### src/rtl/pattern_sched_pkg.sv
// Shared definitions for the pattern evaluation scheduler: default sizes,
// FSM states and the response FIFO payload.
package pattern_sched_pkg;

    localparam int DEF_N_REQ     = 4;
    localparam int DEF_VEC_W     = 15;
    localparam int DEF_RES_W     = 13;
    localparam int DEF_CORE_LAT  = 2;
    localparam int DEF_RSP_DEPTH = 4;
    localparam int MAX_N_REQ     = 8;

    function automatic int id_width(input int n);
        return (n > 1) ? $clog2(n) : 1;
    endfunction

    localparam int RSP_ID_W = id_width(MAX_N_REQ);

    typedef enum logic [1:0] {
        IDLE  = 2'd0,
        RUN   = 2'd1,
        DRAIN = 2'd2
    } state_t;

    // The id field is wide enough for the largest requester count, so one
    // payload type serves every legal N_REQ.
    typedef struct packed {
        logic [RSP_ID_W-1:0]  id;
        logic [DEF_RES_W-1:0] result;
    } rsp_t;

endpackage

### src/rtl/pattern_rsp_fifo.sv
// Synchronous response FIFO holding {id, result} entries; push and pop may
// coincide in any occupancy state and the count moves by the net change.
module pattern_rsp_fifo
    import pattern_sched_pkg::*;
#(
    parameter int DEPTH = DEF_RSP_DEPTH
) (
    input  logic                       clk,
    input  logic                       rst_n,
    input  logic                       push,
    input  rsp_t                       din,
    input  logic                       pop,
    output rsp_t                       dout,
    output logic                       full,
    output logic                       empty,
    output logic [$clog2(DEPTH+1)-1:0] count
);

    localparam int PTR_W = $clog2(DEPTH);
    localparam int CNT_W = $clog2(DEPTH + 1);

    rsp_t             mem [DEPTH];
    logic [PTR_W-1:0] wr_ptr;
    logic [PTR_W-1:0] rd_ptr;
    logic [CNT_W-1:0] cnt;
    logic             do_push;
    logic             do_pop;

    assign empty   = (cnt == '0);
    assign full    = (cnt == CNT_W'(DEPTH));
    assign count   = cnt;
    assign dout    = mem[rd_ptr];
    assign do_pop  = pop && !empty;
    assign do_push = push && (!full || pop);

    // NOTE: storage carries no reset; empty/count alone decide whether the head is meaningful.
    always_ff @(posedge clk) begin
        if (do_push)
            mem[wr_ptr] <= din;
    end

    // NOTE: non-blocking assignments so every register here sees pre-edge values.
    always_ff @(posedge clk) begin
        if (!rst_n) begin
            wr_ptr <= '0;
            rd_ptr <= '0;
            cnt    <= '0;
        end else begin
            if (do_push)
                wr_ptr <= wr_ptr + PTR_W'(1);
            if (do_pop)
                rd_ptr <= rd_ptr + PTR_W'(1);
            case ({do_push, do_pop})
                2'b10:   cnt <= cnt + CNT_W'(1);
                2'b01:   cnt <= cnt - CNT_W'(1);
                default: cnt <= cnt;
            endcase
        end
    end

endmodule

### src/rtl/pattern_eval_scheduler.sv
// Round-robin scheduler sharing one pipelined pattern evaluation core among
// N_REQ requesters, with credit-protected in-order response return.
module pattern_eval_scheduler
    import pattern_sched_pkg::*;
#(
    parameter int N_REQ     = DEF_N_REQ,
    parameter int VEC_W     = DEF_VEC_W,
    parameter int RES_W     = DEF_RES_W,
    parameter int CORE_LAT  = DEF_CORE_LAT,
    parameter int RSP_DEPTH = DEF_RSP_DEPTH
) (
    input  logic                       blif_clk_net,
    input  logic                       blif_reset_net,
    input  logic                       cfg_enable,
    input  logic [N_REQ-1:0]           req_valid,
    input  logic [N_REQ*VEC_W-1:0]     req_vec,
    output logic [N_REQ-1:0]           req_ready,
    output logic                       core_launch,
    output logic [VEC_W-1:0]           core_vec,
    input  logic [RES_W-1:0]           core_result,
    output logic                       rsp_valid,
    input  logic                       rsp_ready,
    output logic [$clog2(N_REQ)-1:0]   rsp_id,
    output logic [RES_W-1:0]           rsp_result,
    output logic                       busy
);

    localparam int ID_W  = id_width(N_REQ);
    localparam int CNT_W = $clog2(RSP_DEPTH + 1);

    state_t            state;
    state_t            state_nxt;
    logic [ID_W-1:0]   rr_ptr;
    logic [CNT_W-1:0]  outstanding;
    logic [CNT_W-1:0]  in_flight;

    logic [ID_W-1:0]   winner;
    logic [ID_W-1:0]   idx;
    logic              found;
    logic              grant_en;
    logic              transfer;

    logic [CORE_LAT:0] tag_valid;
    logic [ID_W-1:0]   tag_id [CORE_LAT+1];

    rsp_t              rsp_in;
    rsp_t              rsp_head;
    logic              fifo_push;
    logic              fifo_pop;
    logic              fifo_full;
    logic              fifo_empty;
    logic [CNT_W-1:0]  fifo_count;

    assign grant_en  = (state == RUN) && cfg_enable && (outstanding < CNT_W'(RSP_DEPTH));
    assign transfer  = |(req_valid & req_ready);
    assign in_flight = outstanding - fifo_count;
    assign busy      = (state != IDLE);

    // NOTE: every combinational output gets a default first, so no path can infer a latch.
    always_comb begin
        winner    = '0;
        idx       = '0;
        found     = 1'b0;
        req_ready = '0;
        for (int k = 0; k < N_REQ; k++) begin
            idx = ID_W'((int'(rr_ptr) + k) % N_REQ);
            if (!found && req_valid[idx]) begin
                found  = 1'b1;
                winner = idx;
            end
        end
        if (grant_en && found)
            req_ready[winner] = 1'b1;
    end

    always_comb begin
        state_nxt = state;
        case (state)
            IDLE:    if (cfg_enable) state_nxt = RUN;
            RUN:     if (!cfg_enable) state_nxt = DRAIN;
            DRAIN: begin
                if (cfg_enable)
                    state_nxt = RUN;
                else if (in_flight == '0 && fifo_empty)
                    state_nxt = IDLE;
            end
            default: state_nxt = IDLE;
        endcase
    end

    always_ff @(posedge blif_clk_net) begin
        if (!blif_reset_net) begin
            state       <= IDLE;
            rr_ptr      <= '0;
            outstanding <= '0;
            core_launch <= 1'b0;
            core_vec    <= '0;
            tag_valid   <= '0;
            for (int s = 0; s <= CORE_LAT; s++)
                tag_id[s] <= '0;
        end else begin
            state       <= state_nxt;
            core_launch <= transfer;
            if (transfer) begin
                core_vec <= req_vec[int'(winner)*VEC_W +: VEC_W];
                rr_ptr   <= (winner == ID_W'(N_REQ - 1)) ? '0 : winner + ID_W'(1);
            end
            // Stage 0 lines up with core_launch; the last stage with core_result.
            tag_valid <= {tag_valid[CORE_LAT-1:0], transfer};
            tag_id[0] <= winner;
            for (int s = 1; s <= CORE_LAT; s++)
                tag_id[s] <= tag_id[s-1];
            case ({transfer, fifo_pop})
                2'b10:   outstanding <= outstanding + CNT_W'(1);
                2'b01:   outstanding <= outstanding - CNT_W'(1);
                default: outstanding <= outstanding;
            endcase
        end
    end

    always_comb begin
        rsp_in        = '0;
        rsp_in.id     = RSP_ID_W'(tag_id[CORE_LAT]);
        rsp_in.result = DEF_RES_W'(core_result);
    end

    assign fifo_push = tag_valid[CORE_LAT];
    assign fifo_pop  = rsp_valid && rsp_ready;

    pattern_rsp_fifo #(
        .DEPTH (RSP_DEPTH)
    ) u_rsp_fifo (
        .clk   (blif_clk_net),
        .rst_n (blif_reset_net),
        .push  (fifo_push),
        .din   (rsp_in),
        .pop   (fifo_pop),
        .dout  (rsp_head),
        .full  (fifo_full),
        .empty (fifo_empty),
        .count (fifo_count)
    );

    // Head fields are forced to zero while empty so stale storage never leaks out.
    assign rsp_valid  = !fifo_empty;
    assign rsp_id     = fifo_empty ? '0 : ID_W'(rsp_head.id);
    assign rsp_result = fifo_empty ? '0 : RES_W'(rsp_head.result);

    // The credit limit guarantees the FIFO has room whenever a result returns.
    always_ff @(posedge blif_clk_net) begin
        if (blif_reset_net)
            assert (!(fifo_push && fifo_full));
    end

endmodule

### config.mk
export PLATFORM = sky130hd
export DESIGN_NAME = pattern_eval_scheduler
export DESIGN_NICKNAME = d
export VERILOG_FILES = /design/src/rtl/pattern_sched_pkg.sv /design/src/rtl/pattern_rsp_fifo.sv /design/src/rtl/pattern_eval_scheduler.sv
export SDC_FILE = /design/constraint.sdc
export NUM_CORES = 1
export LEC_CHECK = 0
export CORE_ASPECT_RATIO = 0.8
export CORE_MARGIN = 3
export CORE_UTILIZATION = 28
export DETAILED_ROUTE_END_ITERATION = 10
export SETUP_SLACK_MARGIN = 0.15
export SLEW_MARGIN = 10
export SYNTH_ARGS = -nofsm -noshare
export SYNTH_HDL_FRONTEND = slang
export SYNTH_SLANG_ARGS = --single-unit
### constraint.sdc
create_clock -name blif_clk_net -period 4.3 [get_ports blif_clk_net]
set_input_delay 0.43 -clock blif_clk_net [delete_from_list [all_inputs] [get_ports blif_clk_net]]
set_output_delay 0.43 -clock blif_clk_net [all_outputs]
set_load 0.01 [all_outputs]
-- Word level (Yosys, flattened, before mapping)
Memory sizes are Yosys's and may differ from the RTL's. A register that Yosys moved wholly into a read port is not among the register bits.
Index checks and enable logic that the tools add are counted.
- flip-flop bits (word level): 33
- memory bits (writable): 66
- input port bits: 81
- output and inout bits: 37
- logic and storage cells: 109
- memories: 2
- memories (memory ; depth ; bits a word ; read ports ; clocked after memory_dff ; wr ports ; RTL line ; source):
    u_rsp_fifo.mem ; 4 ; 15 ; 1 ; 1 ; 1 ; pattern_rsp_fifo.sv:22 ; rsp_t mem [DEPTH];
    tag_id ; 3 ; 2 ; 3 ; 0 ; 3 ; pattern_eval_scheduler.sv:44 ; logic [ID_W-1:0] tag_id [CORE_LAT+1];
- add/subtract/negate cells: 11
- multiply operators: 1
- magnitude comparators: 7
- equality and inequality tests: 11
- shift operators: 1
- multiplexer cells: 38
- bitwise logic cells: 4
- reductions and logical operators: 25
- operators with widths (kind ; count):
    60-bit by 7-bit variable part select with 15-bit output ; 1
    2-bit two-way mux ; 15
    2-bit by 3-bit less-than comparator with 1-bit output, second input constant ; 5
    1-bit two-way mux ; 13
    13-bit two-way mux ; 1
    3-bit case mux with 2 select lines ; 2
    1-bit logical AND ; 11
    2-bit by 1-bit adder with 2-bit output, second input constant ; 4
    1-bit binary-select mux with 2-bit select ; 4
    2-bit == test, second input constant ; 4
    3-bit by 1-bit adder with 3-bit output, second input constant ; 2
    2-bit by 1-bit == test with 1-bit output, second input constant ; 3
    3-bit logical NOT ; 2
    2-bit by 4-bit multiplier with 6-bit output, second input constant ; 1
    2-bit case mux with 3 select lines ; 1
    2-bit nonzero test ; 3
    3-bit by 1-bit subtractor with 3-bit output, second input constant ; 2
    1-bit logical NOT ; 5
    2-bit adder, second input constant ; 2
    4-bit AND ; 1
    4-bit two-way mux ; 1
    2-bit inequality test, second input constant ; 2
    4-bit OR reduction ; 1
    3-bit == test, second input constant ; 1
    other kinds (9) ; 11

-- Depth between registers and ports, before layout
- depth in word-level cells: 21
- mapped depth: 21
- depth with buffers taken out: 16

-- Modules after synthesis
Synthesis repeated with hierarchy kept, for this count alone.
- cells, all modules: 363
- area total of the unflattened synthesis: 4773.3 µm²
- by module, submodules not included (module ; times used ; cells an instance ; area an instance (µm²) ; seq. area each (µm²)):
    pattern_rsp_fifo ; 1 ; 138 ; 2798.9 ; 2102.0
    pattern_eval_scheduler ; 1 ; 225 ; 1974.4 ; 620.6

-- Worst setup path before layout
Ideal clock, no wire load.
- kind: input -> register
- start: in req_valid[2]
- end: reg outstanding[2]
- library setup time: 70 ps
- arrival time: 3591 ps
- data required time: 4230 ps
- setup slack: 639 ps
- stages: 20
- cell sequence: nor2b_2 -> a211oi_2 -> or2_1 -> buf_2 -> buf_6 -> inv_1 -> ha_1 -> nand2_1 -> o41a_1 -> o211a_1 -> buf_2 -> buf_2 -> nor2_1 -> inv_1 -> ha_1 -> inv_1 -> fa_1 -> xor2_1 -> or3_1 -> a21oi_1
- cells in the longest elaborated chain, start to end: 21
- elaborated cells on any way between the ends: 35
- classes of those cells: order compare (2); eq/ne (2); mux (20); bitwise (1); reduce/logical (10)
- ends and longest elaborated chain (item ; RTL line ; source):
    from (decl) ; pattern_eval_scheduler.sv:15 ; input logic [N_REQ-1:0] req_valid,
    1-bit binary-select mux with 2-bit select ; pattern_eval_scheduler.sv:67 ; if (!found && req_valid[idx]) begin
    1-bit two-way mux (implied by the code) ; pattern_eval_scheduler.sv:67 ;
    1-bit two-way mux ; pattern_eval_scheduler.sv:67 ;
    1-bit logical NOT ; pattern_eval_scheduler.sv:67 ;
    1-bit logical AND ; pattern_eval_scheduler.sv:67 ;
    1-bit two-way mux ; pattern_eval_scheduler.sv:67 ;
    1-bit logical NOT ; pattern_eval_scheduler.sv:67 ;
    1-bit logical AND ; pattern_eval_scheduler.sv:67 ;
    [... 5 more ...] ; - ;
    1-bit logical AND (implied by the code) ; pattern_eval_scheduler.sv:73 ; req_ready[winner] = 1'b1;
    1-bit two-way mux (implied by the code) ; pattern_eval_scheduler.sv:73 ;
    1-bit demux with 2-bit select ; pattern_eval_scheduler.sv:73 ;
    4-bit two-way mux ; pattern_eval_scheduler.sv:72 ; if (grant_en && found)
    4-bit AND * ; pattern_eval_scheduler.sv:55 ; assign transfer = |(req_valid & req_ready);
    4-bit OR reduction * ; pattern_eval_scheduler.sv:55 ;
    2-bit by 1-bit == test with 1-bit output or 2-bit == test (tied branches) ; pattern_eval_scheduler.sv:113 ; case ({transfer, fifo_pop})
    3-bit case mux with 2 select lines or 2-bit nonzero test (tied branches) ; - ;
    to (signal assigned) ; pattern_eval_scheduler.sv:114 ; 2'b10: outstanding <= outstanding + CNT_W'(1);
    to (signal assigned) ; pattern_eval_scheduler.sv:115 ; 2'b01: outstanding <= outstanding - CNT_W'(1);
    to (signal assigned) ; pattern_eval_scheduler.sv:116 ; default: outstanding <= outstanding;
    to (decl) ; pattern_eval_scheduler.sv:34 ; logic [CNT_W-1:0] outstanding;
Every way passes the cells marked *; elsewhere a longest branch is shown, timed or not. The select of a mux whose other input is x is not followed.
A chain may end at the register's enable or synchronous reset.

-- Final worst setup path
- start: in req_valid[0]
- end: reg outstanding[2]
The elaborated chain is that of the path after synthesis.

==> results.txt <==
- The run finished with clean final reports.
- Final antenna diode count: 0
- Leading cell type in the layout, fill and taps excluded: clkdlybuf4s50_1
- Post-synthesis area per instance: 11.7 um2
* #FFs+latches synth: 100
- Final period util: 0.805
- Dividing the detail-routed wire length by the instance count gives 17.2 um.
* Die Area: 20100 um2
- Yosys synthesis warning count: 0
* Data required time of the worst path: 4.56 ns
- Setup violations remaining at the end of the flow were counted as 0.
* Final layout net count: 631
- Entering global routing, the biggest net connects 46 pins.
- Number of max-cap violations: 0
- Clock net sink count: 100
- The first global-routing pass estimated 21200 um of wire.
- Area growth, synth to finish: 31.6%
- After global routing the overflow that remains totals 0.
* Final-layout setup total negative slack: 0 ns
- In the post-synthesis netlist, the biggest area contributors are edfxtp_1, dfxtp_1, mux4_2, nor3b_1, and2_1.
* Total global routing track utilization: 0.134
- The tightest min-delay check is of the reg2reg type.
- The initial antenna violation count is 0.
- Total chip power: 2.16 mW
- Pins over their slew limit: 0
- Floorplan row count: 43
- Number of gates resized after CTS: 0
* Drt first-iter violations: 352
- Maximum number of buffers from clock root to sink: 2
- During placement, the flow inserted port buffers numbering 117.
* Hold violation total from the final report: 0
- When the netlist entered floorplanning its net count stood at 533.
- Die H: 127 um
* Core Footprint: 17700 um2
* Predominant post-synthesis flop cell: edfxtp_1
* Most frequent cells in the layout: clkdlybuf4s50_1, edfxtp_1, dfxtp_1
- Maximum operating frequency: 289 MHz
* Dpl hpwl: 9560 um
- Fraction of post-synthesis cell area in the top cell type by area: 0.350
- For the finished layout, the period the worst path requires is 3.46 ns.
- The tree is rooted in a clkbuf_16.
* Number of distinct standard cells referenced by the synthesized netlist: 43
- Reported leakage power: 2.17 nW
* Number of instances in the synthesized netlist: 441
- For this run, the register share of the synthesized area comes to 0.506.
* Largest driver fanout on the critical path: 7
- TritonCTS built the clock tree.
- Setup repair after global routing left no endpoint under its margin.
- Setup Skew: 0.00541 ns
- STA classifies the critical path startpoint as an input port.
* Cts bufs inserted: 9
- Area leader, netlist: edfxtp_1
* CTS clock-pin slew for the worst setup and hold paths: 0.07 ns
* DRC: 0
- The synthesized design contains 60 enable-type register cells.
- Peak VDD IR: 0.170 mV
* Final wirelength: 13200 um
- In this run, post-CTS hold repair placed 0 buffers.
- Across all register-to-register paths, the minimum setup slack is 1.04 ns.
* Relative slew slack: 0.308
- The routed layout has 3914 vias.
* Top-Level Pins: 118
- Post-CTS setup buffer count: 0
- The first detailed-routing pass ran for 4 iterations.
- In the routed layout, each cell is associated on average with a via count of 5.09.
* Vias in the first global route: 4112
- Post-synthesis instance area: 5150 um2
* Die W: 158 um
- The detail route stage leaves a number of antenna-violating nets equal to 0.
- Actual slew at the worst max-slew pin: 1.04 ns
- Sort of element at the end of the critical path: flip-flop
- Fraction of registers with async set/reset: 0
- Arrival @ worst endpoint: 3.72 ns
- Pwr dens: 320 nW/um2
- For the worst-skew pair, the clock arrives at the later sink with an insertion delay of 0.34 ns.
- The initial utilization of the core area, before any placement, comes to 0.291.
* H-tree depth: 3
- Final estimated routing congestion in global placement: 0.823
- In the final layout, the share of cells above drive strength 1 is 0.101.
- The critical path in this run is classified as in2reg.
metrics by stage:
| stage | setup WS, ns | hold slack (ns) | utilization | cells | cell area (um2) |
|---|---|---|---|---|---|
| after floorplan | 0.639 | 0.412 | - | 441 | 5150 |
| after global placement | 0.681 | 0.422 | 0.365 | 753 | 6470 |
| after detailed placement | 0.539 | 0.419 | 0.365 | 753 | 6470 |
| after CTS | 0.885 | 0.431 | 0.383 | 769 | 6770 |
| after global routing | 0.651 | 0.443 | 0.383 | 769 | 6770 |
| final | 0.840 | 0.434 | 0.383 | 769 | 6770 |
flip-flops by register name, indices dropped and copies added (netlist names), named ones only:
register	count
u_rsp_fifo.count	3
state	2
tag_valid	3
u_rsp_fifo.wr_ptr	2
tag_id	6
u_rsp_fifo.rd_ptr	2
rr_ptr	2
outstanding	3
u_rsp_fifo.mem	60
core_vec	15
logic make-up (layout without fill, tap and decap cells):
family	Yosys count	count (layout)	synth area share
buffers and inverters	53	156	0.0477
AOI/OAI and AO/OA	96	96	0.147
and+or+nand+nor	155	155	0.186
DFF	100	100	0.506
xor gates and xnor gates	10	10	0.0170
muxes	16	16	0.0676
adders and majority gates	11	11	0.0297
worst max-delay path, stage by stage:
cell and delay, ns:
clkdlybuf4s50_1 0.58, nor2b_1 0.37, nor4_4 0.07, or2_2 0.32
ha_1 0.19, nand2_1 0.07, o41a_1 0.19, o211a_1 0.17
nor2_1 0.04, inv_1 0.08, ha_1 0.18, inv_1 0.06
fa_1 0.37, xor2_1 0.16, or3_1 0.30, a21oi_1 0.16
cell type report:
class	count	area, um2
Timing Repair Buffer	124	1220
Clock buffer	9	225
Inverter	16	60.1
Tap cell	225	282
Sequential cell	100	2600
Fill cell	1660	10900
Clock inverter	7	82.6
Multi-Input combinational cell	288	2300
power by group:
part           switching, mW  total [mW]  internal (mW)
logic                  0.149       0.307          0.158
clock network          0.362       0.823          0.461
registers             0.0100        1.03           1.02
total                  0.521        2.16           1.64
Yosys cell counts (6+ instances only):
| cell type | count |
|---|---|
| o221ai_1 | 15 |
| o32ai_2 | 7 |
| mux4_2 | 15 |
| nand3_1 | 19 |
| a21oi_1 | 8 |
| nor3b_1 | 30 |
| clkbuf_1 | 21 |
| nor2b_1 | 18 |
| nand2_1 | 6 |
| ha_1 | 9 |
| nand4_1 | 15 |
| edfxtp_1 | 60 |
| and2_1 | 28 |
| dfxtp_1 | 40 |
| o32ai_1 | 8 |
| buf_2 | 10 |
| inv_1 | 15 |
| o21a_1 | 16 |
| nor2_1 | 18 |
| o21ai_1 | 15 |
| o211ai_1 | 17 |
final timing paths:
path / from / to / depth (start not counted)
min reg2reg: tag_valid[1] / tag_valid[2] / 1
max reg2reg: rr_ptr[1] / outstanding[2] / 17
min: tag_valid[1] / tag_valid[2] / 1
max: req_valid[0] / outstanding[2] / 16
layer usage:
layer | wire, um | vias to the layer above | part of all wire | global-route usage
li1 | - | 1875 | - | -
met1 | 6020 | 1924 | 0.46 | 0.173
met2 | 6350 | 102 | 0.48 | 0.223
met3 | 665 | 13 | 0.050 | 0.0369
met4 | 170 | 0 | 0.013 | 0.0357
met5 | 0 | - | 0 | 0
Power figures use the tool's default switching activity.
